--- src/rtl/sm_reg_dbg_writer.sv ---
// sm_reg_dbg_writer
// -----------------------------------------------------------------------------
// Board-side debug writer for the sm_top register file. A 32-bit word is built
// nibble by nibble from switches (swNibble) each time btnLoad is pressed. A
// btnCommit press issues a held write request to the core debug write port and
// waits for dbgAck, aborting with an error after ACK_TIMEOUT cycles.
//
// Optional feature macro: SM_DBG_READBACK_EN
//   When defined, a successful write is followed by a readback: regAddr is
//   driven with the written address for one cycle, regData is sampled the next
//   cycle and compared with the written word (match -> done, mismatch -> err).
//   When undefined, regAddr is tied to zero and regData is not used.
//
// Ports:
//   clk        core clock (divided-clock domain of sm_top)
//   rst_p      asynchronous reset, active-high
//   btnLoad    raw pushbutton: shift swNibble into the shadow word
//   btnCommit  raw pushbutton: write shadow word to register swAddr
//   swNibble   nibble to shift in
//   swAddr     target register address
//   dbgWe      write request, held until dbgAck or timeout
//   dbgAddr    write address, frozen while dbgWe=1
//   dbgWData   write data, frozen while dbgWe=1
//   dbgAck     one-cycle write acknowledge from the core
//   regAddr    readback address (readback feature only, else 0)
//   regData    readback data from the sm_top read port
//   nibCnt     nibbles loaded, saturating at DATA_W/4
//   busy       high whenever the writer is not idle
//   done       one-cycle pulse on successful completion
//   err        sticky error flag (reg 0 target, ack timeout, readback mismatch)
// -----------------------------------------------------------------------------
module sm_reg_dbg_writer #(
  parameter int DEBOUNCE_CYCLES = 16,
  parameter int ADDR_W          = 5,
  parameter int DATA_W          = 32,
  parameter int ACK_TIMEOUT     = 255
) (
  input  logic                          clk,
  input  logic                          rst_p,
  input  logic                          btnLoad,
  input  logic                          btnCommit,
  input  logic [3:0]                    swNibble,
  input  logic [ADDR_W-1:0]             swAddr,
  output logic                          dbgWe,
  output logic [ADDR_W-1:0]             dbgAddr,
  output logic [DATA_W-1:0]             dbgWData,
  input  logic                          dbgAck,
  output logic [ADDR_W-1:0]             regAddr,
  input  logic [DATA_W-1:0]             regData,
  output logic [$clog2(DATA_W/4+1)-1:0] nibCnt,
  output logic                          busy,
  output logic                          done,
  output logic                          err
);

  localparam int NIB = DATA_W / 4;
  localparam int NCW = $clog2(NIB + 1);
  localparam int DCW = $clog2(DEBOUNCE_CYCLES + 1);
  localparam int TW  = $clog2(ACK_TIMEOUT + 1);

  localparam logic [NCW-1:0] NIB_MAX = NCW'(NIB);
  localparam logic [NCW-1:0] NIB_ONE = NCW'(32'd1);
  localparam logic [DCW-1:0] DEB_MAX = DCW'(DEBOUNCE_CYCLES);
  localparam logic [DCW-1:0] DEB_M1  = DCW'(DEBOUNCE_CYCLES - 1);
  localparam logic [DCW-1:0] DEB_ONE = DCW'(32'd1);
  localparam logic [TW-1:0]  TMO_M1  = TW'(ACK_TIMEOUT - 1);
  localparam logic [TW-1:0]  TMO_ONE = TW'(32'd1);

  // Button index within the debounce arrays.
  localparam int B_LOAD   = 0;
  localparam int B_COMMIT = 1;

  typedef enum logic [1:0] {
    ST_IDLE   = 2'd0,
    ST_REQ    = 2'd1,
    ST_CHECK  = 2'd2,
    ST_VERIFY = 2'd3
  } state_t;

  // ---------------------------------------------------------------------------
  // Button conditioning
  // ---------------------------------------------------------------------------
  logic [1:0]          sync1_q, sync1_d;
  logic [1:0]          sync2_q, sync2_d;
  logic [1:0][DCW-1:0] deb_cnt_q, deb_cnt_d;
  logic [1:0]          lvl_q, lvl_d;
  logic [1:0]          pulse_q, pulse_d;

  logic load_pulse_s;
  logic commit_pulse_s;

  // Debounce: count consecutive synced-high cycles, one pulse per accepted press.
  always_comb begin
    sync1_d   = {btnCommit, btnLoad};
    sync2_d   = sync1_q;
    deb_cnt_d = '0;
    lvl_d     = 2'b00;
    pulse_d   = 2'b00;
    for (int b = 0; b < 2; b++) begin
      if (sync2_q[b]) begin
        if (deb_cnt_q[b] == DEB_MAX) begin
          deb_cnt_d[b] = deb_cnt_q[b];
        end else begin
          deb_cnt_d[b] = deb_cnt_q[b] + DEB_ONE;
        end
        // The level rises on the cycle that completes the stable run.
        lvl_d[b] = (deb_cnt_q[b] >= DEB_M1);
      end else begin
        deb_cnt_d[b] = '0;
        lvl_d[b]     = 1'b0;
      end
      pulse_d[b] = lvl_d[b] & ~lvl_q[b];
    end
  end

  // Debounce state registers.
  always_ff @(posedge clk or posedge rst_p) begin
    if (rst_p) begin
      sync1_q   <= 2'b00;
      sync2_q   <= 2'b00;
      deb_cnt_q <= '0;
      lvl_q     <= 2'b00;
      pulse_q   <= 2'b00;
    end else begin
      sync1_q   <= sync1_d;
      sync2_q   <= sync2_d;
      deb_cnt_q <= deb_cnt_d;
      lvl_q     <= lvl_d;
      pulse_q   <= pulse_d;
    end
  end

  assign load_pulse_s   = pulse_q[B_LOAD];
  assign commit_pulse_s = pulse_q[B_COMMIT];

  // ---------------------------------------------------------------------------
  // Write sequencer
  // ---------------------------------------------------------------------------
  state_t              state_q, state_d;
  logic [DATA_W-1:0]   shadow_q, shadow_d;
  logic [NCW-1:0]      nib_cnt_q, nib_cnt_d;
  logic                we_q, we_d;
  logic [ADDR_W-1:0]   addr_q, addr_d;
  logic [DATA_W-1:0]   wdata_q, wdata_d;
  logic [TW-1:0]       tmo_q, tmo_d;
  logic                busy_q, busy_d;
  logic                done_q, done_d;
  logic                err_q, err_d;
`ifdef SM_DBG_READBACK_EN
  logic [ADDR_W-1:0]   reg_addr_q, reg_addr_d;
`endif

  // Next-state and output computation for the write sequencer.
  always_comb begin
    state_d   = state_q;
    shadow_d  = shadow_q;
    nib_cnt_d = nib_cnt_q;
    we_d      = we_q;
    addr_d    = addr_q;
    wdata_d   = wdata_q;
    tmo_d     = tmo_q;
    done_d    = 1'b0;
    err_d     = err_q;
`ifdef SM_DBG_READBACK_EN
    reg_addr_d = '0;
`endif
    case (state_q)
      ST_IDLE: begin
        // Commit has priority; a load on the same cycle is dropped.
        if (commit_pulse_s) begin
          if (swAddr == '0) begin
            // Register 0 is hardwired zero, so refuse the write.
            err_d = 1'b1;
          end else begin
            err_d   = 1'b0;
            addr_d  = swAddr;
            wdata_d = shadow_q;
            we_d    = 1'b1;
            tmo_d   = '0;
            state_d = ST_REQ;
          end
        end else if (load_pulse_s) begin
          shadow_d = {shadow_q[DATA_W-5:0], swNibble};
          if (nib_cnt_q == NIB_MAX) begin
            nib_cnt_d = nib_cnt_q;
          end else begin
            nib_cnt_d = nib_cnt_q + NIB_ONE;
          end
        end else begin
          state_d = ST_IDLE;
        end
      end

      ST_REQ: begin
        if (dbgAck) begin
          we_d      = 1'b0;
          shadow_d  = '0;
          nib_cnt_d = '0;
          tmo_d     = '0;
`ifdef SM_DBG_READBACK_EN
          reg_addr_d = addr_q;
          state_d    = ST_CHECK;
`else
          done_d     = 1'b1;
          state_d    = ST_IDLE;
`endif
        end else if (tmo_q == TMO_M1) begin
          // No ack in time: abort but keep the shadow word for a retry.
          we_d    = 1'b0;
          err_d   = 1'b1;
          tmo_d   = '0;
          state_d = ST_IDLE;
        end else begin
          tmo_d = tmo_q + TMO_ONE;
        end
      end

`ifdef SM_DBG_READBACK_EN
      ST_CHECK: begin
        // regAddr was presented this cycle; read data is taken next cycle.
        state_d = ST_VERIFY;
      end

      ST_VERIFY: begin
        if (regData == wdata_q) begin
          done_d = 1'b1;
        end else begin
          err_d = 1'b1;
        end
        state_d = ST_IDLE;
      end
`endif

      default: begin
        we_d    = 1'b0;
        state_d = ST_IDLE;
      end
    endcase

    busy_d = (state_d != ST_IDLE);
  end

  // Write sequencer registers, including the registered outputs.
  always_ff @(posedge clk or posedge rst_p) begin
    if (rst_p) begin
      state_q   <= ST_IDLE;
      shadow_q  <= '0;
      nib_cnt_q <= '0;
      we_q      <= 1'b0;
      addr_q    <= '0;
      wdata_q   <= '0;
      tmo_q     <= '0;
      busy_q    <= 1'b0;
      done_q    <= 1'b0;
      err_q     <= 1'b0;
    end else begin
      state_q   <= state_d;
      shadow_q  <= shadow_d;
      nib_cnt_q <= nib_cnt_d;
      we_q      <= we_d;
      addr_q    <= addr_d;
      wdata_q   <= wdata_d;
      tmo_q     <= tmo_d;
      busy_q    <= busy_d;
      done_q    <= done_d;
      err_q     <= err_d;
    end
  end

`ifdef SM_DBG_READBACK_EN
  // Readback address register, non-zero only during the check cycle.
  always_ff @(posedge clk or posedge rst_p) begin
    if (rst_p) begin
      reg_addr_q <= '0;
    end else begin
      reg_addr_q <= reg_addr_d;
    end
  end

  assign regAddr = reg_addr_q;
`else
  logic unused_regdata_s;
  assign unused_regdata_s = ^regData;
  assign regAddr          = '0;
`endif

  assign dbgWe    = we_q;
  assign dbgAddr  = addr_q;
  assign dbgWData = wdata_q;
  assign nibCnt   = nib_cnt_q;
  assign busy     = busy_q;
  assign done     = done_q;
  assign err      = err_q;

endmodule

--- config.mk ---
export PLATFORM = sky130hd
export DESIGN_NAME = sm_reg_dbg_writer
export DESIGN_NICKNAME = d
export VERILOG_FILES = /design/src/rtl/sm_reg_dbg_writer.sv
export SDC_FILE = /design/constraint.sdc
export NUM_CORES = 1
export LEC_CHECK = 0
export CAP_MARGIN = 20
export CORE_AREA = 10 10 115 117
export CTS_CLUSTER_DIAMETER = 60
export DETAILED_ROUTE_END_ITERATION = 8
export DIE_AREA = 0 0 125 127
export PLACE_DENSITY = 0.67
export REMOVE_ABC_BUFFERS = 1
export SKIP_CTS_REPAIR_TIMING = 1
export SYNTH_ARGS = -nofsm -noshare
export SYNTH_HDL_FRONTEND = slang
export SYNTH_SLANG_ARGS = --single-unit
--- constraint.sdc ---
create_clock -name clk -period 3.9 [get_ports clk]
set_clock_uncertainty 0.15 [all_clocks]
set_input_delay 0.585 -clock clk [delete_from_list [all_inputs] [get_ports clk]]
set_output_delay 0.585 -clock clk [all_outputs]
set_load 0.01 [all_outputs]
# Word-level counts from Yosys, hierarchy flattened
# Cells that the tools add are included.
[totals]
inputBits = 46
romBits = 0
reg_bits = 105
latch_bits = 0
elab_cells = 91
output_inout_bits = 50
n_memories = 0
ram_bits = 0
[classes]
shifts = 0
multipliers = 0
div = 0
reduce_logical = 10
n_lt_le_gt_ge = 2
mux = 38
bitwise = 5
eq_ne = 16
n_addsub = 4
[ops]
columns = ["op", "count"]
rows = [
  ["32-bit two-way mux", 3],
  ["32-bit one-hot mux with 2 select lines", 1],
  ["8-bit two-way mux", 4],
  ["5-bit two-way mux", 4],
  ["2-bit inequality test, second input constant", 10],
  ["4-bit two-way mux", 4],
  ["8-bit one-hot mux with 2 select lines", 1],
  ["1-bit two-way mux", 12],
  ["5-bit by 1-bit adder with 5-bit output, second input constant", 2],
  ["5-bit == test, second input constant", 2],
  ["5-bit by 4-bit greater-or-equal comparator with 1-bit output, second input constant", 2],
  ["2-bit two-way mux", 5],
  ["3-bit AND reduction", 3],
  ["8-bit by 1-bit adder with 8-bit output, second input constant", 1],
  ["8-bit == test, second input constant", 1],
  ["4-bit one-hot mux with 2 select lines", 1],
  ["4-bit AND reduction", 2],
  ["5-bit logical NOT", 1],
  ["5-bit AND reduction", 1],
  ["4-bit by 1-bit adder with 4-bit output, second input constant", 1],
  ["4-bit == test, second input constant", 1],
  ["1-bit one-hot mux with 2 select lines", 2],
  ["2-bit one-hot mux with 2 select lines", 1],
  ["2-bit nonzero test", 2],
  ["5 further kinds", 8],
]

# Longest topological paths before layout
[logic_depth]
depth_word = 5
mapped_depth = 6
mapped_depth_nobuf = 6

# Worst setup path before layout
# Ideal clock, no wire load.
[synth_timing]
path_type = "input to register"
from = "input port swAddr[4]"
to = "register addr_q[0] (netlist: dbgAddr[0])"
arrival_ps = 1938
required_ps = 3623
setup_ps = 127
setup_slack_ps = 1685
stages = 5
path_buffers = 1
path_cell_list = "or4_4 > or2_1 > nand2_2 > buf_6 > mux2_1"
[synth_via]
elab_chain_cells = 3
[synth_lines]
columns = ["item", "line_no", "text"]
rows = [
  ["start: declaration", "43", "input logic [ADDR_W-1:0] swAddr,"],
  ["5-bit logical NOT", "171", "if (swAddr == '0) begin"],
  ["1-bit NOT (no source line)", "n/a", ""],
  ["3-bit AND reduction (no source line)", "n/a", ""],
  ["end signal: assignment", "261", "addr_q <= addr_d;"],
  ["end: declaration", "143", "logic [ADDR_W-1:0] addr_q, addr_d;"],
]
# No other way between the ends.
# A chain may end at the register's enable or synchronous reset.

# Worst setup path after layout
[layout_timing]
from = "input port swAddr[4]"
to = "register wdata_q[9] (netlist: dbgWData[9])"
[layout_via]
elab_chain_cells = 3
[layout_lines]
columns = ["item", "line_no", "text"]
rows = [
  ["5-bit logical NOT", "171", ""],
  ["1-bit NOT (no source line)", "n/a", ""],
  ["3-bit AND reduction (no source line)", "n/a", ""],
  ["end signal: assignment", "262", "wdata_q <= wdata_d;"],
  ["end: declaration", "144", "logic [DATA_W-1:0] wdata_q, wdata_d;"],
]
# No other way between the ends.

==> impl_metrics.toml <==
[power_and_ir_drop]
power_density_nw_per_um2 = 392
finalPower_uw = 2090
leakagePower_uw = 0.00253
peakVddDrop_v = 0.000234

[worst_setup_path]
reg2reg_depth = 5
end_kind = "register"
cp_cell_sequence = "clkdlybuf4s50_1 > or4_4 > or2_1 > nand2_2 > buf_12 > mux2_1"
crit_required_ns = 3.98
crit_type = "in2reg"
crit_path_start_kind = "input pin"
crit_fanout = 23
arrival_ns = 2.82
cp.depth = 6
cp_slowest_stage_delay_ns = 0.57
path_buf_inv = 2
cpMaxStageDelayCell = "or4_4"
cp_top_family = "simple AND/OR/NAND/NOR gates"

[place]
place_ws_ns = 0.783
io_buffers = 58
hpwl_um = 5510
routabilityCongestion = 0.763
dpl-instance-area_um2 = 5020

[timing]
period_needed_ns = 2.74
fin_ws_ns = 1.16
rsz0062_at_grt = "no"
finalSetupTns_ns = 0
hold_violations = 0
fmax_mhz = 365
min_period_over_period_pct = 70.2
tightest_slew_ns = 0.933
finalSetupViolCount = 0
relSlewSlack_pct = 37.8
slew_viol_final = 0

[synth]
synthCells = 327
synthDominantAreaCellType = "dfrtp_1"
netlist_top_cells_area = "dfrtp_1 (61%), mux2_1 (9.5%), a22o_1 (6.9%), ha_1 (2.9%), nand2_1 (1.5%)"
syn_avg_cell_area_um2 = 13.1
synth-seq-cells = 105
async_reset_ff_share_pct = 100
synth_enable_flop_cells = 0
yosys_warnings = 0
syn_area_um2 = 4290
synthFlopType = "dfrtp_1"
synth_top_area_share_pct = 61.3
ys_seq_area_share_pct = 61.3
ys_types = 45

[floorplan]
rows = 39
core_um2 = 11100
initial_utilization_pct = 38.5
die_h_um = 127
dieArea_um2 = 15900
io_pins = 96
die_x_um = 125

[global_routing]
grt_pass1_vias = 2737
gr-total-overflow = 0
grt_usage_pct = 10.3
antenna_found_initial = 0
grt_max_degree = 79
grt_pass1_wl_um = 13700

[cts]
cts.reportedPaths.clkPinSlew_ns = 0.07
clock_path_buffers = 2
cts_tree = "yes"
insertion_delay_ns = 0.34
cts_sinks = 105
h-tree-depth = 3
root_buffer = "clkbuf_16"
numCtsBuffers = 9

[detailed_routing]
wirelength_um = 8160
dr_total_vias = 2702
first_pass_iters = 4
drtIter0Drc = 192
ant_nets = 0
vias_per_cell = 5.02
routedWlPerCell_um = 15.2
drt_drc_violations_left = 0

[layout]
n_antenna_cell = 0
final_nets = 446
fin_util_pct = 47.8
syn2layout_area_growth_pct = 24.1
fillers = 1025
fin_area_um2 = 5320
drive_gt1_share_pct = 7.34

[status]
status = "completed"

[job]
cap_violations = 0

[worst_hold_path]
holdPathStages = 0
hold_class = "reg2reg"
[where the power goes]
| group | total, uW | internal (uW) | leakage [uW] | switching, uW |
|---|---|---|---|---|
| combinational | 58.7 | 23.5 | 0.000954 | 35.1 |
| sequential | 1110 | 1100 | 0.00143 | 10.6 |
| clock | 921 | 509 | 0.000146 | 412 |
[cells in the mapped netlist (all sizes together) (7+ instances only)]
cell	number
nor2	12
o21ai	9
mux2	36
buf	11
a21boi	7
nand2	18
inv	15
a22o	34
dfrtp	105
ha	10
a21oi	8
nand3	8
[routing by layer]
layer / vias up / global-route usage [%] / share of wire (%)
met1: 1372 / 12.4 / 46
met5: - / 0 / 0
met2: 45 / 16.2 / 47
li1: 1281 / - / -
met4: 0 / 2.64 / 0.48
met3: 4 / 5.09 / 6.4
[final timing paths]
check / startpoint / to / slack [ns]
setup / recovery: swAddr[4] / dbgWData[9] / 1.16
hold reg to reg: sync1_q[1] / sync2_q[1] / 0.20
max in group asynchronous: rst_p / state_q[0] / 2.16
hold / removal: sync1_q[1] / sync2_q[1] / 0.20
setup reg to reg: state_q[0] / nibCnt[0] / 1.68
min in group asynchronous: rst_p / deb_cnt_q[9] / 0.65
[registers in the layout, summed over array words and instances (netlist names)]
name / count
dbgWData: 32
shadow_q: 32
deb_cnt_q: 10
tmo_q: 8
dbgAddr: 5
nibCnt: 4
lvl_q: 2
pulse_q: 2
state_q: 2
sync1_q: 2
sync2_q: 2
busy: 1
dbgWe: 1
done: 1
err: 1
[kinds of logic (layout without fill, tap and decap cells)]
group           Yosys count  count (layout)  synth area share [%]
buf+inv                  31              94                  3.85
mux                      37              37                  9.69
flops                   105             105                  61.3
fa+ha+maj                10              10                  2.92
compound gates           70              70                  12.5
other cells               1               6                0.0875
xor+xnor                  5               5                  1.02
simple gates             68              68                  8.64
[stage by stage]
step,std cells,hold slack (ns)
finish,538,0.200
detailed placement,522,0.186
global route,538,0.210
global placement,522,0.187
CTS,538,0.202
floorplan,316,0.181
[placed cells by master, fill, tap and decap left out, types with 2 or more instances in the layout]
master,n
nand3_1,8
a21boi_0,6
nor2b_1,2
nor3_1,3
a211oi_1,2
nand4_1,2
a22o_1,34
or3_1,5
and3_1,5
a31oi_1,2
or4b_2,2
conb_1,6
nor2_1,12
a21o_1,2
xor2_1,2
inv_1,14
ha_1,10
xnor2_1,3
inv_6,2
buf_4,4
a21oi_1,8
clkdlybuf4s50_1,58
nand2_1,17
clkbuf_16,9
nor4b_1,2
mux2_1,36
o21ai_0,8
dfrtp_1,105
and2_1,3
[layout make-up]
type                       count  area, um2  share of cell area (%)
multi-input combinational    196       1520                    28.6
sequential                   105       2630                    49.4
inverter                      15       58.8                    1.11
clock buffer                  10        229                    4.30
clock inverter                 6       75.1                    1.41
timing repair buffer          63        631                    11.9
tap                          143        179                    3.36
[worst reg2reg max path, cell delays in order (launching register included)]
cell	delay (ns)
dfrtp_1	0.47
or3b_1	0.45
a21o_1	0.19
buf_4	0.25
a41o_1	0.28
mux2_1	0.31
Power figures use the tool's default switching activity.
